[src/rtl/pipeline_hazard_ctrl.sv]
// ---------------------------------------------------------------------------------------------
// pipeline_hazard_ctrl
//   Central stall/flush sequencer for a 5-stage pipeline. Detects load-use hazards and inserts
//   a single ID/EX bubble, squashes wrong-path instructions on a taken redirect, freezes the
//   front-end while a data-memory access waits (with a sticky timeout error), and keeps
//   saturating stall/flush performance counters.
//
// Ports
//   clk, rst_n       clock (rising edge), synchronous active-low reset
//   ID_*             source register indices / use flags of the instruction in ID
//   EX_*             destination, load flag and resolved redirect of the instruction in EX
//   MEM_req_i        MEM-stage instruction accesses dmem
//   MEM_ready_i      dmem completes the access this cycle
//   *_stall_o        hold PC / pipeline register (combinational)
//   *_flush_o        load NOP/bubble into pipeline register (combinational)
//   mem_timeout_o    sticky dmem timeout error
//   stall_cnt_o      saturating count of cycles with pc_stall_o=1
//   flush_cnt_o      saturating count of redirect flushes
// ---------------------------------------------------------------------------------------------
module pipeline_hazard_ctrl #(
    parameter int unsigned REG_ADDR_W   = 5,
    parameter int unsigned CNT_W        = 32,
    parameter int unsigned MAX_MEM_WAIT = 15
) (
    input  logic                  clk,
    input  logic                  rst_n,
    input  logic [REG_ADDR_W-1:0] ID_rs1_i,
    input  logic [REG_ADDR_W-1:0] ID_rs2_i,
    input  logic                  ID_uses_rs1_i,
    input  logic                  ID_uses_rs2_i,
    input  logic [REG_ADDR_W-1:0] EX_rd_i,
    input  logic                  EX_MemRead_i,
    input  logic                  EX_redirect_i,
    input  logic                  MEM_req_i,
    input  logic                  MEM_ready_i,
    output logic                  pc_stall_o,
    output logic                  IF_ID_stall_o,
    output logic                  IF_ID_flush_o,
    output logic                  ID_EX_stall_o,
    output logic                  ID_EX_flush_o,
    output logic                  EX_MEM_stall_o,
    output logic                  mem_timeout_o,
    output logic [CNT_W-1:0]      stall_cnt_o,
    output logic [CNT_W-1:0]      flush_cnt_o
);

    localparam int unsigned WAIT_W = (MAX_MEM_WAIT < 1) ? 1 : $clog2(MAX_MEM_WAIT + 1);

    typedef enum logic [1:0] {
        StRun     = 2'd0,
        StMemWait = 2'd1,
        StError   = 2'd2
    } state_e;

    state_e              r_state;
    state_e              w_state_nxt;
    logic [WAIT_W-1:0]   r_wait_cnt;
    logic [WAIT_W-1:0]   w_wait_cnt_nxt;
    logic                r_timeout;
    logic                w_timeout_nxt;
    logic [CNT_W-1:0]    r_stall_cnt;
    logic [CNT_W-1:0]    r_flush_cnt;

    logic                w_mem_wait;
    logic                w_load_use;
    logic                w_redirect_flush;

    assign w_mem_wait = MEM_req_i & ~MEM_ready_i;

    // x0 is hard-wired zero, so a load targeting it never creates a real dependency.
    assign w_load_use = EX_MemRead_i & (EX_rd_i != '0) &
                        ((ID_uses_rs1_i & (ID_rs1_i == EX_rd_i)) |
                         (ID_uses_rs2_i & (ID_rs2_i == EX_rd_i)));

    // Next-state logic.
    always_comb begin
        w_state_nxt    = r_state;
        w_wait_cnt_nxt = r_wait_cnt;
        w_timeout_nxt  = r_timeout;
        unique case (r_state)
            StRun: begin
                if (w_mem_wait) begin
                    w_state_nxt    = StMemWait;
                    w_wait_cnt_nxt = WAIT_W'(1);
                end
            end
            StMemWait: begin
                if (MEM_ready_i) begin
                    w_state_nxt    = StRun;
                    w_wait_cnt_nxt = '0;
                end else if (r_wait_cnt == WAIT_W'(MAX_MEM_WAIT)) begin
                    w_state_nxt   = StError;
                    w_timeout_nxt = 1'b1;
                end else begin
                    w_wait_cnt_nxt = r_wait_cnt + WAIT_W'(1);
                end
            end
            StError: begin
                w_state_nxt = StError;
            end
            default: begin
                w_state_nxt = StRun;
            end
        endcase
    end

    // Mealy stall/flush outputs, highest priority first. All forced low while in reset.
    always_comb begin
        pc_stall_o       = 1'b0;
        IF_ID_stall_o    = 1'b0;
        IF_ID_flush_o    = 1'b0;
        ID_EX_stall_o    = 1'b0;
        ID_EX_flush_o    = 1'b0;
        EX_MEM_stall_o   = 1'b0;
        w_redirect_flush = 1'b0;
        if (rst_n) begin
            if ((r_state == StError) || w_mem_wait) begin
                // Freeze everything; a pending redirect keeps its inputs and fires later.
                pc_stall_o     = 1'b1;
                IF_ID_stall_o  = 1'b1;
                ID_EX_stall_o  = 1'b1;
                EX_MEM_stall_o = 1'b1;
            end else if (EX_redirect_i) begin
                // The ID instruction is wrong-path, so any load-use on it is irrelevant.
                w_redirect_flush = 1'b1;
                IF_ID_flush_o    = 1'b1;
                ID_EX_flush_o    = 1'b1;
            end else if (w_load_use) begin
                pc_stall_o    = 1'b1;
                IF_ID_stall_o = 1'b1;
                ID_EX_flush_o = 1'b1;
            end
        end
    end

    always_ff @(posedge clk) begin
        if (!rst_n) begin
            r_state     <= StRun;
            r_wait_cnt  <= '0;
            r_timeout   <= 1'b0;
            r_stall_cnt <= '0;
            r_flush_cnt <= '0;
        end else begin
            r_state    <= w_state_nxt;
            r_wait_cnt <= w_wait_cnt_nxt;
            r_timeout  <= w_timeout_nxt;
            if (pc_stall_o && (r_stall_cnt != '1)) begin
                r_stall_cnt <= r_stall_cnt + CNT_W'(1);
            end
            if (w_redirect_flush && (r_flush_cnt != '1)) begin
                r_flush_cnt <= r_flush_cnt + CNT_W'(1);
            end
        end
    end

    assign mem_timeout_o = r_timeout;
    assign stall_cnt_o   = r_stall_cnt;
    assign flush_cnt_o   = r_flush_cnt;

endmodule

[config.mk]
export PLATFORM = sky130hd
export DESIGN_NAME = pipeline_hazard_ctrl
export DESIGN_NICKNAME = d
export VERILOG_FILES = /design/src/rtl/pipeline_hazard_ctrl.sv
export SDC_FILE = /design/constraint.sdc
export NUM_CORES = 1
export LEC_CHECK = 0
export CAP_MARGIN = 30
export CORE_MARGIN = 5
export CORE_UTILIZATION = 45
export DETAILED_ROUTE_END_ITERATION = 6
export PLACE_DENSITY_LB_ADDON = 0.05
export SLEW_MARGIN = 20
export SYNTH_ARGS = -nofsm -noshare
export SYNTH_HDL_FRONTEND = slang
export SYNTH_SLANG_ARGS = --single-unit
[constraint.sdc]
create_clock -name clk -period 2 [get_ports clk]
set_input_delay 0.2 -clock clk [delete_from_list [all_inputs] [get_ports clk]]
set_output_delay 0.2 -clock clk [all_outputs]
set_load 0.1 [all_outputs]
==> results of run 1 <==
[layer usage]
| metal | vias up | GRT usage, % |
|---|---|---|
| met5 | - | 0 |
| met4 | 0 | 6.85 |
| met3 | 14 | 3.03 |
| met2 | 93 | 33.9 |
| met1 | 1803 | 24.7 |
| li1 | 1902 | - |
[logic make-up after synthesis]
family | count (synthesis) | synth area share, %
AND/OR/NAND/NOR | 216 | 32.8
AO/OA/AOI/OAI | 67 | 12.6
XOR/XNOR | 34 | 7.87
buffers and inverters | 32 | 3.93
flip-flops | 71 | 37.5
adder cells (fa/ha/maj) | 3 | 0.992
multiplexers | 16 | 4.23
[stage by stage]
stage	worst slack (ps)	instance area (µm²)	hold WS [ps]	util (%)	std cells
final	-15.9	5750	396	70.0	696
after detailed placement	-385	5310	458	64.6	661
after global routing	-116	5750	421	70.0	696
after global placement	-364	5310	449	64.6	661
after CTS	-36.5	5600	383	68.2	686
after floorplan	-149	4160	340	-	439
[critical path, delay by kind of cell (launching register included)]
kind,cells,cell delay [ps]
buf+inv,4,490
flops,1,330
simple gates,2,650
[timing repair]
action | 4_1_cts | 5_1_grt
setup buffers | 9 | 9
resized for setup | 26 | 36
cloned | 0 | 1
pin swaps | 15 | 19
setup endpoints to repair | 10 | 36
[final cells by class]
class / count / area share (%)
clock buffers: 10 / 2.22
flip-flops and latches: 71 / 28.3
inverters: 16 / 1.17
clock inverters: 6 / 1.48
well taps: 105 / 2.28
repair buffers: 152 / 21.9
multi-input cells: 336 / 42.6
[state kept, by name, summed over array words and instances, names as in the netlist]
register,count
flush_cnt_o,32
stall_cnt_o,32
r_wait_cnt,4
r_state,2
mem_timeout_o,1
[how the worst max path moves through the flow]
stage | slack, ps | cells after the start | to
after global placement | -360 | 9 | stall_cnt_o[30]$_SDFFE_PN0P_
final | -20 | 6 | IF_ID_flush_o
after global routing | -120 | 7 | flush_cnt_o[3]$_SDFFE_PN0P_
after floorplan | -150 | 5 | ID_EX_flush_o
after detailed placement | -390 | 9 | stall_cnt_o[9]$_SDFFE_PN0P_
after CTS | -40 | 6 | IF_ID_flush_o
[cell usage after synthesis (3+ instances only)]
cell type and number:
inv_1 14, xnor2_1 24, a21oi_1 20, clkbuf_1 10, or2_2 4, and4_1 6
nand2_1 47, nor4_1 7, o21a_1 3, nand2b_1 10, nand4_1 26, nor2_1 39
ha_1 3, o211ai_1 4, xor2_1 10, nor4_4 3, mux2i_1 16, and3_1 8
and2_1 5, o31ai_1 10, o21ai_1 6, buf_4 4, dfxtp_1 71, nor3_1 7
o21ai_0 8, nand3_1 19, or3_1 11, or4_1 9
[where the power goes]
| part | internal [mW] | switching, mW |
|---|---|---|
| Sequential | 1.36 | 0.00887 |
| Clock | 0.702 | 0.559 |
| Combinational | 0.139 | 0.188 |
| Total | 2.20 | 0.756 |
==> summary.md, run 1 <==
| Metric | Value |
|---|---|
| Total grt overflow | 0 |
| Worst slew pin tran | 553 ps |
| Top-area cell type share of the netlist area | 37.5% |
| Routed vias | 3812 |
| Final Cycle Share | 101% |
| FF-to-FF setup slack | 0 ps |
| Area of the multi-input gates | 2450 µm² |
| Vias in the first global route | 3575 |
| VDD IR max | 0.351 mV |
| TritonCTS clock tree | yes |
| Row count | 33 |
| Layout cells sized above 1 | 46.0% |
| Largest cells by area after synthesis | dfxtp_1 38%, xnor2_1 5.6%, nand2_1 4.7% |
| Setup TNS | -17.3 ps |
| Cell taking the most area after synthesis | dfxtp_1 |
| DR pass1 iterations | 4 |
| # clock sinks | 71 |
| Chip Width | 102 µm |
| Vias per std cell | 5.48 |
| # port buffers | 93 |
| GPL Wtd Cong | 0.850 |
| Worst Hold Depth | 3 |
| Final Skew | 10.5 ps |
| Hold Startpoint | rst_n |
| Core area | 8220 µm² |
| Initial antenna violation count | 0 |
| H-tree depth | 3 |
| Max-cap violations | 0 |
| Die Area | 10300 µm² |
| Failing checks | setup timing |
| Setup CP Type | reg -> out |
| Initial core utilization | 46.1% |
| # DRC | 0 |
| Synthesized area per cell | 8.62 µm² |
| Setup ws final | -15.9 ps |
| Most used cell, CP | buf_6 |
| Number of hold buffers added after CTS | 0 |
| Setup violations, final | 2 |
| Hold endpoint | stall_cnt_o[24]$_SDFFE_PN0P_ |
| Initial drt markers | 105 |
| Most frequent cells in the layout | 115 x buf_4, 49 x dfxtp_4, 42 x nand2_1 |
| EDFF count, synth | 0 |
| Crit-path cells | nor2b_4 > buf_6 > or4_4 > inv_8 > buf_6 > buf_12 |
| Syn nets | 465 |
| Hold Violations, Final | 0 |
| Post-Synthesis Cells | 439 |
| Time the worst path needs with I/O delays and setup | 2020 ps |
| Critical Path Start | r_state[1]$_SDFFE_PN0P_ |
| F_max | 496 MHz |
| Drt total wl | 10500 µm |
| Max Transition Viols Final | 0 |
| Max Fanout on Critical Path | 6 |
| Uppermost routed layer | met4 |
| Routed Antenna Nets | 0 |
| Layout filler cell count | 633 |
| TritonCTS Buffers | 9 |
| Total chip power | 2.95 mW |
| Worst EP required | 1800 ps |
| Root Driver | clkbuf_8 |
| RSZ-0062 raised after global routing | true |
| Critical Path Max Stage Delay | 520 ps |
| First-pass GRT wire length | 16400 µm |
| Routed len/inst | 15.1 µm |
| Startpoint type of the worst setup path | flip-flop |
| DR WL met2 | 5280 µm |
| DP HPWL | 7410 µm |
| Slew HR | 63.2% |
| Met3 wire len | 457 µm |
| Critical path's slowest cell | or4_4 |
| Async S/R FF share, synth | 0% |
| Worst-case reg-to-reg path depth | 7 |
| Insertion delay to the later sink of the worst-skew pair | 340 ps |
| Yosys reg bits | 71 |
| Reg2reg end | flush_cnt_o[9]$_SDFFE_PN0P_ |
| Syn Std Cell Area | 3790 µm² |
| Yosys cell types | 59 |
| Post-synthesis sequential area ratio | 37.5% |
| Top_reg_cell synth | dfxtp_1 |
| Largest net degree at the start of global routing | 46 |
| Pleak | 2.32 nW |
| Status | finished, violations left |
| FF+latch area | 1630 µm² |
| Area Growth Syn to Fin | 51.9% |
| Clk pin slew, worst setup/hold paths | 80 ps |
| Pwr Density | 514 nW/µm² |
| Nets | 612 |
| # IOs | 94 |
| Die height | 102 µm |
| Number of diodes | 0 |
| Hold WC Path Type | in -> reg |
| Reg2Reg Launch Point | flush_cnt_o[15]$_SDFFE_PN0P_ |
| Arrival time at the worst endpoint | 1820 ps |
| Most common cell after layout, fill and taps aside | buf_4 |
| Post-Route M1 WL | 4620 µm |
| Crit path capture type | output port |
| CTS Buffer Depth | 2 |
| Total GRT Usage | 19.6% |
| Yosys synthesis warning count | 0 |
(Power assumes the default switching activity.)
==> run 2, diff against run 1 <==
--- a/config.mk
+++ b/config.mk
@@ -7,7 +7,7 @@
 export LEC_CHECK = 0
 export CAP_MARGIN = 30
 export CORE_MARGIN = 5
-export CORE_UTILIZATION = 45
+export CORE_UTILIZATION = 53
 export DETAILED_ROUTE_END_ITERATION = 6
 export PLACE_DENSITY_LB_ADDON = 0.05
 export SLEW_MARGIN = 20
==> constraint.sdc (replaced) <==
create_clock -name clk -period 2.6 [get_ports clk]
set_input_delay 0.26 -clock clk [delete_from_list [all_inputs] [get_ports clk]]
set_output_delay 0.26 -clock clk [all_outputs]
set_load 0.1 [all_outputs]
==> run 2 against run 1 <==
The flow now finishes without violations. Clock power shrank 14%. Final cell count shrank 8.6%. Flip-flop and latch count stayed put. Count of clock-buffer cells in the layout unchanged. Sequential power fell by 19%. Total power shrank 19%. Clock skew down 5.3 ps. Register-to-register slack improved by 320 ps. First-iteration DRC count grew 60%. Worst hold slack improved by 77 ps. Sequential share of layout area rose by 0.81 points. Critical path depth is 1 higher.
==> summary.md, run 2 (synthesis results as in run 1) <==
| Metric | Value |
|---|---|
| Status | complete, no violations |
| H-tree depth | 3 (unchanged) |
| Routed Antenna Nets | 0 (unchanged) |
| Total chip power | 2.40 mW (-19%) |
| Routed vias | 3675 (-3.6%) |
| Time the worst path needs with I/O delays and setup | 2520 ps |
| Max Transition Viols Final | 0 (unchanged) |
| Vias in the first global route | 3460 (-3.2%) |
| Pleak | 1.94 nW (-16%) |
| Hold WC Path Type | reg -> reg |
| Number of diodes | 0 (unchanged) |
| CTS Buffer Depth | 2 (unchanged) |
| Row count | 30 (-9.1%) |
| Largest net degree at the start of global routing | 46 (unchanged) |
| Hold Violations, Final | 0 (unchanged) |
| Slew HR | 61.3% (-1.9 points) |
| Initial drt markers | 168 (+60%) |
| Pwr Density | 475 nW/µm² (-7.5%) |
| # port buffers | 93 (unchanged) |
| Area Growth Syn to Fin | 33.2% |
| Crit path capture type | output port |
| Arrival time at the worst endpoint | 2260 ps (+440 ps) |
| Routed len/inst | 15.2 µm (+0.88%) |
| Drt total wl | 9690 µm (-7.8%) |
| Layout cells sized above 1 | 29.4% (-17 points) |
| F_max | 397 MHz |
| Total GRT Usage | 22.0% (+2.4 points) |
| Clk pin slew, worst setup/hold paths | 80 ps (about the same) |
| First-pass GRT wire length | 16000 µm (-2.8%) |
| Insertion delay to the later sink of the worst-skew pair | 340 ps (about the same) |
| Initial core utilization | 55.1% (+9.0 points) |
| VDD IR max | 0.346 mV (-1.4%) |
| Final core utilization | 73.4% (+3.4 points) |
| Nets | 562 (-8.2%) |
| Core area | 6870 µm² (-16%) |
| Most frequent cells in the layout | 73 x buf_4, 47 x nand2_1, 39 x nor2_1 |
| Setup violations, final | 0 (-2) |
| TritonCTS Buffers | 9 (unchanged) |
| Worst EP required | 2340 ps (+540 ps) |
| Max Fanout on Critical Path | 3 (-3) |
| Final Cycle Share | 96.9% |
| Max-cap violations | 0 (unchanged) |
| Chip Width | 94.5 µm (-7.1%) |
| DP HPWL | 7020 µm (-5.3%) |
| GPL Wtd Cong | 0.794 (-6.5%) |
| # clock sinks | 71 (unchanged) |
| Die Area | 8930 µm² (-14%) |
| DR pass1 iterations | 5 (+1) |
| # IOs | 94 (unchanged) |
| Initial antenna violation count | 0 (unchanged) |
| Die height | 94.5 µm (-7.1%) |
| Startpoint type of the worst setup path | primary input |
| Total grt overflow | 0 (unchanged) |
| Setup CP Type | in -> out |
| Vias per std cell | 5.78 (+5.5%) |
| Worst slew pin tran | 577 ps (+24.1 ps) |
| TritonCTS clock tree | yes |
| Most common cell after layout, fill and taps aside | buf_4 |
| Root Driver | clkbuf_8 |
| # DRC | 0 (unchanged) |
| Final Skew | 5.19 ps (-5.30 ps) |
## run 2: changes by cell type in the layout (fill, tap and decap cells not counted), sizes merged
cell,delta
bufinv,+1
clkinvlp,+1
inv,-2
clkdlybuf4s50,+16
clkbuf,-6
clkinv,-1
clkdlybuf4s15,-4
buf,-50
dlygate4sd2,-6
## run 2: metal layers
layer  track usage [%]  up-vias  part of all wire, %
met3              3.75       21                  5.9
met1              26.4     1759                   40
met5                 0        -                    0
met2              39.5      110                   52
met4              7.93        0                  1.8
li1                  -     1785                    -
## run 2: stage by stage
| stage | hold WS, ps | setup slack (ps) | instances | area, µm² | TNS, ps |
|---|---|---|---|---|---|
| 4_1_cts | 483 | 72.2 | 636 | 5030 | 0 |
| 5_1_grt | 509 | -59.5 | 636 | 5040 | -59.5 |
| 2_1_floorplan | 405 | -485 | 439 | 3840 | -485 |
| 3_5_place_dp | 464 | 51.4 | 621 | 4790 | 0 |
| 6_report | 473 | 80.5 | 636 | 5040 | 0 |
| 3_3_place_gp | 456 | 115 | 621 | 4790 | 0 |
## run 2: path summary, 6_finish.rpt
path | endpoint | start | slack (ps) | cells past startpoint
worst min register to register | mem_timeout_o$_SDFFE_PN0P_ | mem_timeout_o$_SDFFE_PN0P_ | 470 | 2
worst max register to register | flush_cnt_o[21]$_SDFFE_PN0P_ | flush_cnt_o[0]$_SDFFE_PN0P_ | 320 | 8
worst min-delay path | mem_timeout_o$_SDFFE_PN0P_ | mem_timeout_o$_SDFFE_PN0P_ | 470 | 2
worst max-delay path | ID_EX_flush_o | EX_rd_i[1] | 80 | 7
## run 2: repair_timing
item                       in CTS  in global routing
buffers inserted                0                  0
setup endpoints to repair       0                  1
resized for setup               0                  1
hold buffers                    0                  0
## run 2: worst max-delay path: stages
cell and delay, ps:
clkdlybuf4s50_1 480, xnor2_1 230, nand4_1 190, o22ai_1 240, o211ai_1 200, a2111oi_4 430
buf_12 220
## run 2: report_power, final
part	switching (mW)	leakage (nW)	internal [mW]	total, mW
Clock	0.421	0.119	0.660	1.08
Combinational	0.128	1.23	0.0859	0.214
Sequential	0.00723	0.591	1.09	1.10
Total	0.557	1.94	1.84	2.39
## run 2: final cells by class
| type | instances | area [µm²] |
|---|---|---|
| multi-input cells | 336 | 2240 |
| fillers | 523 | 1830 |
| flip-flops and latches | 71 | 1470 |
| repair buffers | 102 | 908 |
| clock buffers | 10 | 138 |
| well taps | 96 | 120 |
| clock inverters | 5 | 106 |
| inverters | 16 | 65.1 |
==> run 3, diff against run 2 <==
--- a/config.mk
+++ b/config.mk
@@ -7,7 +7,7 @@
 export LEC_CHECK = 0
 export CAP_MARGIN = 30
 export CORE_MARGIN = 5
-export CORE_UTILIZATION = 53
+export CORE_UTILIZATION = 35
 export DETAILED_ROUTE_END_ITERATION = 6
 export PLACE_DENSITY_LB_ADDON = 0.05
 export SLEW_MARGIN = 20
==> run 3 against run 2 <==
Die area grew 45%. Fmax increased by 2.7%. Core utilization down 26 points. Flip-flop and latch count unchanged. Count of clock-buffer cells in the layout up 4. Sequential share of layout area is 0.094 points lower. Global-route usage fell by 6.2 points. Non-clock buffer count is 3 higher. Register-to-register slack barely moved. Worst hold slack improved by 1.5 ps. Critical path type unchanged. Clock skew barely moved.
==> summary.md, run 3 (synthesis results as in run 1) <==
| Metric | Value |
|---|---|
| Reg2Reg Launch Point | stall_cnt_o[0]$_SDFFE_PN0P_ |
| First-pass GRT wire length | 16500 µm (+3.0%) |
| Worst Hold Depth | 2 (unchanged) |
| Critical Path Max Stage Delay | 530 ps (+50 ps) |
| Hold Startpoint | mem_timeout_o$_SDFFE_PN0P_ |
| Worst EP required | 2340 ps (about the same) |
| Die height | 114 µm (+21%) |
| Most common cell after layout, fill and taps aside | buf_4 |
| Vias per std cell | 5.13 (-11%) |
| Root Driver | clkbuf_8 |
| TritonCTS clock tree | yes |
| DR pass1 iterations | 4 (-1) |
| Layout cells sized above 1 | 29.8% (+0.33 points) |
| H-tree depth | 3 (unchanged) |
| Worst-case reg-to-reg path depth | 7 (-1) |
| TritonCTS Buffers | 9 (unchanged) |
| Postcts setup bufs | 0 (unchanged) |
| Hold_ws | 475 ps (+1.50 ps) |
| Reg2reg end | stall_cnt_o[20]$_SDFFE_PN0P_ |
| Arrival time at the worst endpoint | 2190 ps (-70 ps) |
| # port buffers | 93 (unchanged) |
| Die Area | 13000 µm² (+45%) |
| Row count | 38 (+27%) |
| Chip Width | 114 µm (+21%) |
| Area Growth Syn to Fin | 33.6% |
| Drt total wl | 10100 µm (+4.3%) |
| Initial antenna violation count | 0 (unchanged) |
| Setup CP Type | in -> out |
| Initial drt markers | 145 (-14%) |
| Routed len/inst | 14.8 µm (-3.1%) |
| Routed Antenna Nets | 0 (unchanged) |
| CTS Buffer Depth | 2 (unchanged) |
| Time the worst path needs with I/O delays and setup | 2450 ps (-67.2 ps) |
| Crit path capture type | output port |
| Final Skew | 5.33 ps (+0.139 ps) |
| Hold endpoint | mem_timeout_o$_SDFFE_PN0P_ |
| # clock sinks | 71 (unchanged) |
| Initial core utilization | 35.4% (-20 points) |
| Slew HR | 57.8% (-3.4 points) |
| Status | complete, no violations |
| Worst slew pin tran | 628 ps (+51.0 ps) |
| DP HPWL | 7510 µm (+7.0%) |
| Final core utilization | 47.3% (-26 points) |
| Total GRT Usage | 15.8% (-6.2 points) |
| Core area | 10700 µm² (+56%) |
| RSZ-0062 raised after global routing | false |
| # IOs | 94 (unchanged) |
| Startpoint type of the worst setup path | primary input |
| GPL Wtd Cong | 0.784 (-1.3%) |
| Placed Area | 4860 µm² (+1.6%) |
| Most frequent cells in the layout | 76 x buf_4, 47 x nand2_1, 39 x nor2_1 |
| Insertion delay to the later sink of the worst-skew pair | 350 ps (about the same) |
| Max-cap violations | 0 (unchanged) |
| Vias in the first global route | 3317 (-4.1%) |
| Total grt overflow | 0 (unchanged) |
| Clk pin slew, worst setup/hold paths | 70 ps (about the same) |
| Hold WC Path Type | reg -> reg |
| F_max | 408 MHz (+2.7%) |
| Max Fanout on Critical Path | 3 (unchanged) |
| # DRC | 0 (unchanged) |
| VDD IR max | 0.214 mV (-38%) |
| Number of diodes | 0 (unchanged) |
| Pleak | 1.94 nW (-0.26%) |
| Largest net degree at the start of global routing | 46 (unchanged) |
| Hold Violations, Final | 0 (unchanged) |
| Crit-path cells | clkdlybuf4s50_1 > xnor2_1 > nand4_1 > o22ai_1 > o211ai_1 > a2111oi_2 > buf_12 |
| Setup TNS | 0 ps (unchanged) |
| Post-CTS sizing | 0 (unchanged) |
| Critical Path Start | EX_rd_i[4] |
| Final Cycle Share | 94.3% (-2.6 points) |
| Number of hold buffers added after CTS | 0 (unchanged) |
| Total chip power | 2.18 mW (-8.8%) |
| Nets | 565 (+0.53%) |
| Max Transition Viols Final | 0 (unchanged) |
| Final instance area | 5060 µm² (+0.32%) |
| Routed vias | 3508 (-4.5%) |
| Pwr Density | 432 nW/µm² (-9.1%) |
| Critical path's slowest cell | clkdlybuf4s50_1 |
| FF-to-FF setup slack | 310 ps (about the same) |
| Setup violations, final | 0 (unchanged) |
run 3: cell count changes in the layout (fill, tap and decap cells not counted):
cell and delta:
a2111oi_4 -1, a2111oi_2 +1, clkbuf_1 +1, buf_4 +3
clkinv_4 -1, bufinv_16 -3, clkbuf_8 +3, clkinv_2 +1
run 3: routing by layer:
metal / track usage, % / vias up / share of wire, %
met1: 19.6 / 1624 / 45
met4: 6.10 / 0 / 1.7
met2: 27.0 / 67 / 49
met5: 0 / - / 0
li1: - / 1805 / -
met3: 3.34 / 12 / 3.9
run 3: worst max path at each step:
| stage | endpoint | cells after the start |
|---|---|---|
| 3_3_place_gp | stall_cnt_o[4]$_SDFFE_PN0P_ | 7 |
| 3_5_place_dp | stall_cnt_o[3]$_SDFFE_PN0P_ | 7 |
| 6_report | ID_EX_flush_o | 7 |
| 5_1_grt | ID_EX_flush_o | 7 |
| 2_1_floorplan | ID_EX_flush_o | 5 |
| 4_1_cts | ID_EX_flush_o | 7 |
run 3: metrics by stage:
stage	cells	worst slack, ps
final	684	148
after global placement	668	51.9
after CTS	684	122
after floorplan	439	-485
after global routing	684	27.1
after detailed placement	668	40.5
run 3: critical path, delay by kind of cell:
family | cells | cell delay, ps
buffers and inverters | 2 | 760
XOR/XNOR | 1 | 140
AND/OR/NAND/NOR | 1 | 160
AO/OA/AOI/OAI | 3 | 860
run 3: power by group:
| group | internal (mW) | leakage (nW) | switching [mW] |
|---|---|---|---|
| combinational | 0.0858 | 1.25 | 0.126 |
| clock | 0.450 | 0.0987 | 0.421 |
| sequential | 1.09 | 0.591 | 0.00745 |
| total | 1.63 | 1.94 | 0.555 |
run 3: area by class of cell:
class                           instances  area (µm²)
Clock inverter                          2        12.5
Clock buffer                           14         183
Inverter                               16        65.1
Timing Repair Buffer                  105         931
Multi-Input combinational cell        336        2230
Tap cell                              140         175
Fill cell                            1069        5640
Sequential cell                        71        1470
